--- config.mk ---
export PLATFORM = sky130hd
export DESIGN_NAME = mem_arbiter_flat
export DESIGN_NICKNAME = d
export VERILOG_FILES = /design/src/rtl/mem_arbiter_if.sv /design/src/rtl/mem_arbiter.sv /design/src/flat_wrapper.sv
export SDC_FILE = /design/constraint.sdc
export NUM_CORES = 1
export LEC_CHECK = 0
export BUFFER_PORTS_ARGS = -buffer_cell sky130_fd_sc_hd__clkbuf_2
export CELL_PAD_IN_SITES_DETAIL_PLACEMENT = 2
export CELL_PAD_IN_SITES_GLOBAL_PLACEMENT = 2
export CORE_ASPECT_RATIO = 1.75
export CORE_MARGIN = 4
export CORE_UTILIZATION = 27
export DETAILED_ROUTE_END_ITERATION = 6
export MAX_ROUTING_LAYER = met4
export PLACE_DENSITY = 0.9
export SLEW_MARGIN = 20
export SYNTH_ARGS = -nofsm -noshare
export SYNTH_HDL_FRONTEND = slang
export SYNTH_SLANG_ARGS = --single-unit
--- constraint.sdc ---
create_clock -name clk -period 2.6 [get_ports clk]
set_clock_uncertainty 0.05 [all_clocks]
set_input_delay 0.26 -clock clk [delete_from_list [all_inputs] [get_ports clk]]
set_output_delay 0.26 -clock clk [all_outputs]
set_load 0.05 [all_outputs]
--- src/rtl/mem_arbiter_if.sv ---
// rtl/mem_arbiter_if.sv - requester, memory and status signals of the two-port memory arbiter
// slave is the arbiter's view; master is the surrounding core/loader/memory view.
interface mem_arbiter_if;
   logic        m0_req;
   logic        m0_we;
   logic [31:0] m0_addr;
   logic [31:0] m0_wdata;
   logic        m0_ack;
   logic        m0_err;
   logic [31:0] m0_rdata;

   logic        m1_req;
   logic        m1_we;
   logic [31:0] m1_addr;
   logic [31:0] m1_wdata;
   logic        m1_ack;
   logic        m1_err;
   logic [31:0] m1_rdata;

   logic        mem_valid;
   logic        mem_we;
   logic [31:0] mem_addr;
   logic [31:0] mem_wdata;
   logic        mem_ready;
   logic [31:0] mem_rdata;

   logic        busy;
   logic        owner;

   modport slave (
      input  m0_req, m0_we, m0_addr, m0_wdata,
      input  m1_req, m1_we, m1_addr, m1_wdata,
      input  mem_ready, mem_rdata,
      output m0_ack, m0_err, m0_rdata,
      output m1_ack, m1_err, m1_rdata,
      output mem_valid, mem_we, mem_addr, mem_wdata,
      output busy, owner
   );

   modport master (
      output m0_req, m0_we, m0_addr, m0_wdata,
      output m1_req, m1_we, m1_addr, m1_wdata,
      output mem_ready, mem_rdata,
      input  m0_ack, m0_err, m0_rdata,
      input  m1_ack, m1_err, m1_rdata,
      input  mem_valid, mem_we, mem_addr, mem_wdata,
      input  busy, owner
   );
endinterface

--- src/rtl/mem_arbiter.sv ---
// rtl/mem_arbiter.sv - round-robin two-port arbiter for the shared unified memory
// One transaction in flight: IDLE grants, ISSUE waits for mem_ready or timeout, RESP acks.
module mem_arbiter #(
   parameter int TIMEOUT = 16
) (
   input  logic          clk,
   input  logic          reset,
   mem_arbiter_if.slave  bus
);

   localparam logic [1:0] IDLE  = 2'd0;
   localparam logic [1:0] ISSUE = 2'd1;
   localparam logic [1:0] RESP  = 2'd2;

   localparam logic [7:0] CNT_LAST = 8'(TIMEOUT - 1);

   logic [1:0]  state_q, state_d;
   logic        owner_q, owner_d;
   logic        prio_q, prio_d;
   logic [7:0]  cnt_q, cnt_d;
   logic        mem_valid_q, mem_valid_d;
   logic        mem_we_q, mem_we_d;
   logic [31:0] mem_addr_q, mem_addr_d;
   logic [31:0] mem_wdata_q, mem_wdata_d;
   logic        busy_q, busy_d;
   logic [1:0]  ack_q, ack_d;
   logic [1:0]  err_q, err_d;
   logic [31:0] rdata0_q, rdata0_d;
   logic [31:0] rdata1_q, rdata1_d;

   logic        grant;
   logic        done;
   logic        timed_out;
   logic [31:0] resp_data;

   always_comb begin
      state_d     = state_q;
      owner_d     = owner_q;
      prio_d      = prio_q;
      cnt_d       = cnt_q;
      mem_we_d    = mem_we_q;
      mem_addr_d  = mem_addr_q;
      mem_wdata_d = mem_wdata_q;
      ack_d       = 2'b00;
      err_d       = 2'b00;
      rdata0_d    = 32'h0;
      rdata1_d    = 32'h0;
      grant       = 1'b0;
      done        = 1'b0;
      timed_out   = 1'b0;
      resp_data   = 32'h0;

      case (state_q)
         IDLE: begin
            if (bus.m0_req || bus.m1_req) begin
               // Contention goes to the pointer; a lone requester wins outright.
               grant       = (bus.m0_req && bus.m1_req) ? prio_q : bus.m1_req;
               owner_d     = grant;
               prio_d      = ~grant;
               mem_we_d    = grant ? bus.m1_we    : bus.m0_we;
               mem_addr_d  = grant ? bus.m1_addr  : bus.m0_addr;
               mem_wdata_d = grant ? bus.m1_wdata : bus.m0_wdata;
               cnt_d       = 8'h0;
               state_d     = ISSUE;
            end
         end
         ISSUE: begin
            if (bus.mem_ready) begin
               done      = 1'b1;
               resp_data = mem_we_q ? 32'h0 : bus.mem_rdata;
            end else if (cnt_q == CNT_LAST) begin
               done      = 1'b1;
               timed_out = 1'b1;
            end else begin
               cnt_d = cnt_q + 8'h1;
            end
            if (done) begin
               state_d         = RESP;
               ack_d[owner_q]  = 1'b1;
               err_d[owner_q]  = timed_out;
               if (owner_q) begin
                  rdata1_d = resp_data;
               end else begin
                  rdata0_d = resp_data;
               end
            end
         end
         RESP: begin
            state_d = IDLE;
         end
         default: begin
            state_d = IDLE;
         end
      endcase

      mem_valid_d = (state_d == ISSUE);
      busy_d      = (state_d != IDLE);
   end

   always_ff @(posedge clk or negedge reset) begin
      if (!reset) begin
         state_q     <= IDLE;
         owner_q     <= 1'b0;
         prio_q      <= 1'b0;
         cnt_q       <= 8'h0;
         mem_valid_q <= 1'b0;
         mem_we_q    <= 1'b0;
         mem_addr_q  <= 32'h0;
         mem_wdata_q <= 32'h0;
         busy_q      <= 1'b0;
         ack_q       <= 2'b00;
         err_q       <= 2'b00;
         rdata0_q    <= 32'h0;
         rdata1_q    <= 32'h0;
      end else begin
         state_q     <= state_d;
         owner_q     <= owner_d;
         prio_q      <= prio_d;
         cnt_q       <= cnt_d;
         mem_valid_q <= mem_valid_d;
         mem_we_q    <= mem_we_d;
         mem_addr_q  <= mem_addr_d;
         mem_wdata_q <= mem_wdata_d;
         busy_q      <= busy_d;
         ack_q       <= ack_d;
         err_q       <= err_d;
         rdata0_q    <= rdata0_d;
         rdata1_q    <= rdata1_d;
      end
   end

   assign bus.m0_ack    = ack_q[0];
   assign bus.m1_ack    = ack_q[1];
   assign bus.m0_err    = err_q[0];
   assign bus.m1_err    = err_q[1];
   assign bus.m0_rdata  = rdata0_q;
   assign bus.m1_rdata  = rdata1_q;
   assign bus.mem_valid = mem_valid_q;
   assign bus.mem_we    = mem_we_q;
   assign bus.mem_addr  = mem_addr_q;
   assign bus.mem_wdata = mem_wdata_q;
   assign bus.busy      = busy_q;
   assign bus.owner     = owner_q;

endmodule

--- src/flat_wrapper.sv ---
// flat-port wrapper written by rule: the top's interface ports become plain ports
module mem_arbiter_flat 
#(
   parameter int TIMEOUT = 16
)
  (clk, reset, bus_m0_req, bus_m0_we, bus_m0_addr, bus_m0_wdata, bus_m1_req, bus_m1_we, bus_m1_addr, bus_m1_wdata, bus_mem_ready, bus_mem_rdata, bus_m0_ack, bus_m0_err, bus_m0_rdata, bus_m1_ack, bus_m1_err, bus_m1_rdata, bus_mem_valid, bus_mem_we, bus_mem_addr, bus_mem_wdata, bus_busy, bus_owner);
  mem_arbiter_if bus_i ();
  input  logic clk;
  input  logic reset;
  input wire logic [$bits(bus_i.m0_req)-1:0] bus_m0_req;
  input wire logic [$bits(bus_i.m0_we)-1:0] bus_m0_we;
  input wire logic [$bits(bus_i.m0_addr)-1:0] bus_m0_addr;
  input wire logic [$bits(bus_i.m0_wdata)-1:0] bus_m0_wdata;
  input wire logic [$bits(bus_i.m1_req)-1:0] bus_m1_req;
  input wire logic [$bits(bus_i.m1_we)-1:0] bus_m1_we;
  input wire logic [$bits(bus_i.m1_addr)-1:0] bus_m1_addr;
  input wire logic [$bits(bus_i.m1_wdata)-1:0] bus_m1_wdata;
  input wire logic [$bits(bus_i.mem_ready)-1:0] bus_mem_ready;
  input wire logic [$bits(bus_i.mem_rdata)-1:0] bus_mem_rdata;
  output wire logic [$bits(bus_i.m0_ack)-1:0] bus_m0_ack;
  output wire logic [$bits(bus_i.m0_err)-1:0] bus_m0_err;
  output wire logic [$bits(bus_i.m0_rdata)-1:0] bus_m0_rdata;
  output wire logic [$bits(bus_i.m1_ack)-1:0] bus_m1_ack;
  output wire logic [$bits(bus_i.m1_err)-1:0] bus_m1_err;
  output wire logic [$bits(bus_i.m1_rdata)-1:0] bus_m1_rdata;
  output wire logic [$bits(bus_i.mem_valid)-1:0] bus_mem_valid;
  output wire logic [$bits(bus_i.mem_we)-1:0] bus_mem_we;
  output wire logic [$bits(bus_i.mem_addr)-1:0] bus_mem_addr;
  output wire logic [$bits(bus_i.mem_wdata)-1:0] bus_mem_wdata;
  output wire logic [$bits(bus_i.busy)-1:0] bus_busy;
  output wire logic [$bits(bus_i.owner)-1:0] bus_owner;
  assign bus_i.m0_req = bus_m0_req;
  assign bus_i.m0_we = bus_m0_we;
  assign bus_i.m0_addr = bus_m0_addr;
  assign bus_i.m0_wdata = bus_m0_wdata;
  assign bus_i.m1_req = bus_m1_req;
  assign bus_i.m1_we = bus_m1_we;
  assign bus_i.m1_addr = bus_m1_addr;
  assign bus_i.m1_wdata = bus_m1_wdata;
  assign bus_i.mem_ready = bus_mem_ready;
  assign bus_i.mem_rdata = bus_mem_rdata;
  assign bus_m0_ack = bus_i.m0_ack;
  assign bus_m0_err = bus_i.m0_err;
  assign bus_m0_rdata = bus_i.m0_rdata;
  assign bus_m1_ack = bus_i.m1_ack;
  assign bus_m1_err = bus_i.m1_err;
  assign bus_m1_rdata = bus_i.m1_rdata;
  assign bus_mem_valid = bus_i.mem_valid;
  assign bus_mem_we = bus_i.mem_we;
  assign bus_mem_addr = bus_i.mem_addr;
  assign bus_mem_wdata = bus_i.mem_wdata;
  assign bus_busy = bus_i.busy;
  assign bus_owner = bus_i.owner;
  mem_arbiter #(.TIMEOUT(TIMEOUT)) u_core (.clk(clk), .reset(reset), .bus(bus_i));
endmodule
==> results.toml, run 1 <==
[setup_path]
critPathKind = "reg -> reg"
reg2regPathDepth = 5
cp_slowest_cell = "dfrtp_1"
r2r-end = "u_core.bus.mem_wdata[11]"
cpLargestDelayFamily = "compound AO/OA/AOI/OAI gates"
rrSetupSlack_ps = 540
critPathLaunchType = "flop"
cp_cell_sequence = "nor2_1 -> o21ai_4 -> buf_4 -> a22o_1 -> a21o_1"
critical_path_buf_inv_count = 1
crit_arrival_ps = 2300
max_stage_delay_ps = 400
path_max_fanout = 61
required_ps = 2840
critPathCaptureType = "flop"
crit_cells = 5
endpoint = "u_core.bus.mem_wdata[11]"
crit_path_start = "u_core.state_q[1]"
r2r_start = "u_core.state_q[1]"

[floorplanning]
io_pins = 303
core_mm2 = 0.0208
start_util_pct = 27.3
dieArea_mm2 = 0.0235
die_w_um = 118
rows = 70
die_y_um = 200

[synthesis]
synth_edf_count = 0
ys_warn_count = 0
yosysMostFrequentCell = "dfrtp_1"
synth_top_area_share_pct = 64.7
syn-cell-area_mm2 = 0.00568
syn_nets = 605
syn_avg_cell_area_um2 = 13.0
ys_dominant_reg_cell = "dfrtp_1"
ys_top_cells_by_area = "dfrtp_1 65%, a22o_1 10%, a21o_1 9.1%"
synth_cells = 437
synth_common_cells = "147 x dfrtp_1, 69 x a21o_1, 67 x a22o_1, 66 x and3_1, 24 x clkbuf_1"
synth_top_cell_by_area = "dfrtp_1"
synth_seq_cells = 147
synth_cell_types = 33
postSynth.asyncResetShare_pct = 100
ys_seq_area_share_pct = 64.7

[grt]
antenna_found_initial = 1
grt_max_degree = 67
grt_use_total_pct = 21.0
grt-ovfl-total = 0
grt_pass1_wl_um = 37100
grt_pass1_vias = 6295

[timing]
period_minus_slack_ps = 2060
hold_viol = 0
tns_ps = 0
rsz0062_at_grt = "false"
fmax_mhz = 487
fin_crit_sh_pct = 79.0
setup_violations = 0
finalMaxSlewViolations = 0
slew_headroom_pct = 52.3
worst_slew_pin_slew_ps = 716
worst_slack_ps = 545

[cells_and_area]
drive_above_1_share_pct = 43.6
multiInputGateArea_mm2 = 0.00184
nFillCells = 2195
area_delta_synth_final_pct = 53.7
seqCellArea_mm2 = 0.00368
final_nets = 962
final_util_pct = 41.9

[drt]
drtPass1Iterations = 4
wirelength_um = 23800
wl_per_cell_um = 22.4
ant_nets = 0
drt_iter0_drc = 223
viasPerCell = 4.97
drc = 0
vias = 5267

[hold_path]
hold_path_class = "in -> reg"

[placement]
io_buffers = 302
dpl.hpwl_um = 15600
place_congestion = 0.745
pre_cts_slack_ps = 546

[power]
power_density_mw_per_mm2 = 1310
worst_ir_drop_vdd_mv = 0.593
leakage_nw = 5.13

[clocking]
clk_pin_slew_worst_paths_ps = 60
numCtsBuffers = 17
htreeDepth = 4
cts-root-buf = "clkbuf_16"
cts_max_path_buffers = 2
clock-sinks = 147
insertion_delay_ps = 420
cts_tree = "built"
cts_resized = 0

[status]
status = "completed"

[flow_run]
drv_cap = 0
placed cells by master (no fill, tap or decap), types with 2 or more instances in the layout:
cell type and instances:
a21o_1 69, a21oi_1 4, a22o_1 67, and3_1 65, and3_2 2, buf_12 4, buf_4 6, bufinv_16 3
clkbuf_16 17, clkbuf_2 301, clkbuf_8 4, clkinvlp_4 3, dfrtp_1 147, diode_2 2, dlygate4sd3_1 64, nand2_1 9
nand2b_1 2, nand3_1 4, nor2_1 5, nor3_1 3, nor4_1 2, o21a_1 2, o21ai_0 2, o22ai_1 2
worst min-delay path by stage:
stage | from | end | slack [ps] | cells after the start
finish | bus_m0_addr[6] | u_core.bus.mem_addr[6] | 30 | 2
CTS | bus_mem_rdata[1] | u_core.bus.m1_rdata[1] | 2 | 2
floorplan | reset | u_core.ack_q[0] | -90 | 0
global placement | reset | u_core.bus.mem_wdata[31] | 190 | 1
detailed placement | reset | u_core.bus.mem_wdata[31] | 200 | 1
global route | bus_m0_addr[6] | u_core.bus.mem_addr[6] | 5 | 2
where the power goes:
group	leakage [nW]	switching, W	internal [W]
clock network	0.290	0.000969	0.00160
logic	2.92	0.00391	0.00159
registers	1.92	0.000418	0.00297
total	5.13	0.00530	0.00616
worst reg2reg max path: stages, from the launching register on:
cell,delay (ps)
dfrtp_1,400
nor2_1,320
o21ai_4,220
buf_4,400
a22o_1,350
a21o_1,190
cell families after synthesis:
family | synth area share (%)
compound gates | 21.2
fa+ha+maj | 0.220
buf+inv | 3.24
flops | 64.7
mux | 0.176
simple gates | 10.4
registers in the layout, indices dropped and copies added (netlist names):
name / count
u_core.bus.m0_rdata: 32
u_core.bus.m1_rdata: 32
u_core.bus.mem_addr: 32
u_core.bus.mem_wdata: 32
u_core.cnt_q: 8
u_core.ack_q: 2
u_core.err_q: 2
u_core.state_q: 2
u_core.bus.busy: 1
u_core.bus.mem_valid: 1
u_core.bus.mem_we: 1
u_core.bus.owner: 1
u_core.prio_q: 1
through the flow:
| step | total power, W | cells | hold slack (ps) | area (um2) |
|---|---|---|---|---|
| CTS | 0.0115 | 1056 | 1.54 | 8720 |
| floorplan | 0.00724 | 437 | -85.6 | 5680 |
| finish | 0.0115 | 1059 | 32.3 | 8740 |
| detailed placement | 0.00875 | 963 | 199 | 7480 |
| global placement | 0.00857 | 963 | 193 | 7480 |
| global route | 0.0120 | 1058 | 4.82 | 8730 |
repair_timing:
action	4_1_cts	5_1_grt
setup buffers	0	0
hold buffers	63	1
hold endpoints to repair	108	1
cell type report:
| class | instances | area share (%) |
|---|---|---|
| diodes | 2 | 0.0573 |
| clock buffers | 22 | 5.54 |
| flip-flops and latches | 147 | 42.1 |
| repair buffers | 376 | 26.1 |
| clock inverters | 8 | 1.45 |
| well taps | 252 | 3.61 |
| multi-input cells | 252 | 21.1 |
metal layers:
layer / global-route usage [%] / share of wire (%) / up-vias
li1: - / - / 2316
met5: - / 0 / -
met3: 6.74 / 7.1 / 47
met4: 8.74 / 3.0 / 0
met2: 37.6 / 55 / 252
met1: 21.2 / 35 / 2652
(Power assumes the default switching activity.)
==> run 2, diff against run 1 <==
clock period = 2.1 ns   (was 2.6 ns; I/O delays follow)
==> run 2 against run 1 <==
Compared with the run above:
- non-clock buffer count grew 40
- highest routed layer unchanged
- largest cell class unchanged
- die area is the same
- critical path depth is the same
- critical path type unchanged
- via count grew 4.4%
- total power grew 26%
- sequential power grew 24%
- worst hold slack lost 5.2 ps
==> results.toml, run 2 (synthesized netlist as in run 1, its figures left out) <==
[drt]
wl_per_cell_um = 23.9
wirelength_um = 26300
viasPerCell = 5.01
drc = 0
drtPass1Iterations = 4
vias = 5501
drt_iter0_drc = 222
ant_nets = 0

[placement]
io_buffers = 302
placed_area_mm2 = 0.00754
place_congestion = 0.803
pre_cts_slack_ps = 264
dpl.hpwl_um = 16400

[cells_and_area]
antenna_cells = 0
drive_above_1_share_pct = 42.5
final_nets = 1002
fin_area_mm2 = 0.00913
nFillCells = 2110
mostFrequentLayoutCells = "301 x clkbuf_2, 147 x dfrtp_1, 98 x dlygate4sd3_1"
seqCellArea_mm2 = 0.00368
mostFrequentLayoutCell = "clkbuf_2"
multiInputGateArea_mm2 = 0.00184
area_delta_synth_final_pct = 60.7

[timing]
worst_slew_pin_slew_ps = 546
setup_violations = 0
period_minus_slack_ps = 1870
holdWs_ps = 27.1
hold_viol = 0
fin_crit_sh_pct = 89.2
fmax_mhz = 534
worst_slack_ps = 228
tns_ps = 0
finalMaxSlewViolations = 0
slew_headroom_pct = 63.6
rsz0062_at_grt = "false"

[clocking]
numCtsBuffers = 17
cts-root-buf = "clkbuf_16"
clk_pin_slew_worst_paths_ps = 70
clock-sinks = 147
cts_max_path_buffers = 2
cts_tree = "built"
htreeDepth = 4
insertion_delay_ps = 420
cts_resized = 0

[floorplanning]
dieArea_mm2 = 0.0235
die_y_um = 200
rows = 70
die_w_um = 118
core_mm2 = 0.0208
io_pins = 303
start_util_pct = 27.3

[setup_path]
crit_path_start = "u_core.cnt_q[0]"
crit_arrival_ps = 2140
path_max_fanout = 6
r2r-end = "u_core.cnt_q[2]"
r2r_start = "u_core.cnt_q[0]"
reg2regPathDepth = 5
critPathCaptureType = "flop"
critPathKind = "reg -> reg"
required_ps = 2360
critPathLaunchType = "flop"
rrSetupSlack_ps = 230

[hold_path]
worstHoldEndpoint = "u_core.bus.mem_wdata[5]"
whs_path_depth = 3
hold_path_class = "in -> reg"
hp-start = "bus_m1_wdata[5]"

[power]
leakage_nw = 5.32
worst_ir_drop_vdd_mv = 0.637
power.total_w = 0.0145
power_density_mw_per_mm2 = 1580

[grt]
grt-ovfl-total = 0
grt_use_total_pct = 23.1
grt_pass1_wl_um = 39900
grt_max_degree = 65
grt_pass1_vias = 6538
antenna_found_initial = 0

[flow_run]
drv_cap = 0

[status]
status = "completed"
## run 2: cell count changes in the layout (fill, tap and decap cells not counted), moves of 3 or more
cell,before,now
inv_6,0,6
clkbuf_8,4,1
dlygate4sd3_1,64,98
buf_4,6,11
## run 2: worst max path at each step
stage                                     endpoint  slack (ps)  cells past startpoint
final                              u_core.cnt_q[2]         230                      5
after global routing               u_core.cnt_q[2]         110                      5
after CTS                          u_core.cnt_q[2]         220                      5
after detailed placement  u_core.bus.mem_wdata[18]         260                      5
after global placement             u_core.cnt_q[6]         350                      5
after floorplan                    u_core.cnt_q[6]         320                      6
## run 2: final cells by class
cell class | instances | area share [%]
multi-input cells | 252 | 20.2
clock buffers | 18 | 4.81
repair buffers | 416 | 29.4
clock inverters | 14 | 1.90
flip-flops and latches | 147 | 40.3
well taps | 252 | 3.45
## run 2: metal layers
metal | track usage, % | share of wire (%) | up-vias
li1 | - | - | 2399
met1 | 22.6 | 35 | 2796
met2 | 43.4 | 56 | 259
met3 | 6.15 | 6.0 | 47
met4 | 8.87 | 2.9 | 0
met5 | - | 0 | -
## run 2: stage by stage
step / cells / utilization, %
floorplan: 437 / -
detailed placement: 969 / 36.2
CTS: 1099 / 43.8
global route: 1099 / 43.8
global placement: 969 / 36.2
finish: 1099 / 43.8
## run 2: repair_timing
item / in CTS / in global routing
setup buffers: 0 / 0
hold endpoints to repair: 170 / 0
endpoints found under the setup margin: 0 / 0
hold buffers: 98 / 0
## run 2: power breakdown
part	switching (W)	internal, W	total [W]	leakage, nW
clock	0.00131	0.00192	0.00323	0.302
combinational	0.00498	0.00207	0.00705	3.10
sequential	0.000525	0.00367	0.00419	1.92
total	0.00681	0.00766	0.0145	5.32
## run 2: critical path, cell delays in order (launching register included)
cell and delay, ps:
dfrtp_1 430, ha_1 260, and3_4 220, a211oi_2 430, o22ai_1 160, a21o_1 220
==> run 3, diff against run 2 <==
CORE_UTILIZATION = 28   (was 27)
CTS_BUF_LIST = sky130_fd_sc_hd__clkbuf_4 sky130_fd_sc_hd__clkbuf_8   (was default)
PLACE_DENSITY = 0.92   (was 0.9)
clock period = 1.8 ns   (was 2.1 ns; I/O delays follow)
==> run 3 against run 2 <==
Compared with the run above:
- global-route usage up 3.9 points
- register-to-register slack got worse by 170 ps
- combinational power grew 23%
- count of clock-buffer cells in the layout increased by 3
- die area down 3.4%
- critical path depth did not move
- critical path type unchanged
- highest routed layer unchanged
==> results.toml, run 3 (synthesized netlist as in run 1, its figures left out) <==
[placement]
place_congestion = 0.788
pre_cts_slack_ps = 15.8
dpl.hpwl_um = 17000
placed_area_mm2 = 0.00759
io_buffers = 302
dp.cells = 968

[cells_and_area]
area_delta_synth_final_pct = 70.6
nFillCells = 1972
mostFrequentLayoutCells = "301 x clkbuf_2, 162 x dlygate4sd3_1, 147 x dfrtp_1"
layout.cells.non_filler = 1168
final_nets = 1073
mostFrequentLayoutCell = "clkbuf_2"
drive_above_1_share_pct = 40.1
fin_area_mm2 = 0.00969
final_util_pct = 48.9

[setup_path]
endpoint = "u_core.bus.m0_rdata[30]"
crit_path_start = "u_core.state_q[1]"
cp_slowest_cell = "dfrtp_1"
critPathKind = "reg -> reg"
r2r-end = "u_core.bus.m0_rdata[30]"
cp_cell_sequence = "nand2b_1 -> buf_4 -> nor2_1 -> buf_12 -> and3_1"
max_stage_delay_ps = 410
required_ps = 2130
critPathLaunchType = "flop"
crit_arrival_ps = 2070
reg2regPathDepth = 5
path_max_fanout = 32
r2r_start = "u_core.state_q[1]"
rrSetupSlack_ps = 60
critPathCaptureType = "flop"

[grt]
grt-ovfl-total = 0
grt_pass1_wl_um = 44000
grt_max_degree = 62
antenna_found_initial = 5
grt_use_total_pct = 27.0
grt_pass1_vias = 7119

[timing]
hold_viol = 0
finalMaxSlewViolations = 0
holdWs_ps = 78.6
fin_crit_sh_pct = 96.5
fmax_mhz = 576
worst_slew_pin_slew_ps = 407
worst_slack_ps = 62.6
slew_headroom_pct = 72.8
setup_violations = 0
period_minus_slack_ps = 1740

[clocking]
numCtsBuffers = 17
clock-sinks = 147
cts-root-buf = "clkbuf_8"
cts_max_path_buffers = 2
cts_tree = "built"
htreeDepth = 4
insertion_delay_ps = 450
clk_pin_slew_worst_paths_ps = 80

[drt]
vias = 5854
ant_nets = 0
wirelength_um = 30100
drtPass1Iterations = 4
viasPerCell = 5.01
wl_per_cell_um = 25.8
drc = 0
drt_iter0_drc = 227

[floorplanning]
rows = 68
die_y_um = 196
start_util_pct = 28.7
dieArea_mm2 = 0.0227
core_mm2 = 0.0198
io_pins = 303
die_w_um = 116

[power]
power_density_mw_per_mm2 = 1720
worst_ir_drop_vdd_mv = 0.972
leakage_nw = 5.55

[hold_path]
whs_path_depth = 3
hold_path_class = "in -> reg"

[status]
status = "completed"

[flow_run]
drv_cap = 0
[run 3: how the worst min path moves through the flow]
stage / from / end / slack (ps)
2_1_floorplan: reset / u_core.ack_q[0] / -170
3_3_place_gp: reset / u_core.bus.mem_wdata[13] / 80
3_5_place_dp: reset / u_core.bus.mem_wdata[10] / 70
4_1_cts: bus_m0_req / u_core.bus.mem_valid / 10
5_1_grt: bus_m1_wdata[9] / u_core.bus.mem_wdata[9] / 60
6_report: bus_m1_wdata[9] / u_core.bus.mem_wdata[9] / 80
[run 3: cell type report]
cell class | count | area (um2) | area share, %
Sequential cell | 147 | 3680 | 38.0
Timing Repair Buffer | 487 | 3390 | 34.9
Multi-Input combinational cell | 252 | 1860 | 19.2
Tap cell | 245 | 307 | 3.16
Clock buffer | 21 | 277 | 2.85
Clock inverter | 11 | 174 | 1.79
Antenna cell | 5 | 12.5 | 0.129
[run 3: what timing repair did]
| action | 4_1_cts | 5_1_grt |
|---|---|---|
| endpoints found under the setup margin | 1 | 66 |
| gates resized for setup | 1 | 2 |
| endpoints found under the hold margin | 253 | 0 |
| hold buffers | 162 | 0 |
| buffers inserted | 0 | 1 |
[run 3: where the power goes]
part           switching, W  internal, W
Combinational       0.00604      0.00261
Sequential         0.000729      0.00427
Clock               0.00137      0.00163
Total               0.00814      0.00851
[run 3: stage by stage]
stage	total power, W	TNS [ps]
6_report	0.0166	0
5_1_grt	0.0173	-15.8
4_1_cts	0.0162	0
3_5_place_dp	0.0129	0
3_3_place_gp	0.0126	0
2_1_floorplan	0.0105	0
[run 3: critical path: cells and delay by family (launching register included)]
kind                   cells  cell delay [ps]
flip-flops                 1              410
buffers and inverters      2              470
AND/OR/NAND/NOR            3              730
[run 3: per-layer routing]
metal	GRT usage, %	wire (um)	part of all wire, %
met3	6.39	1780	5.9
met2	49.2	16500	55
met4	13.4	1350	4.5
met5	-	0	0
met1	26.0	10400	35
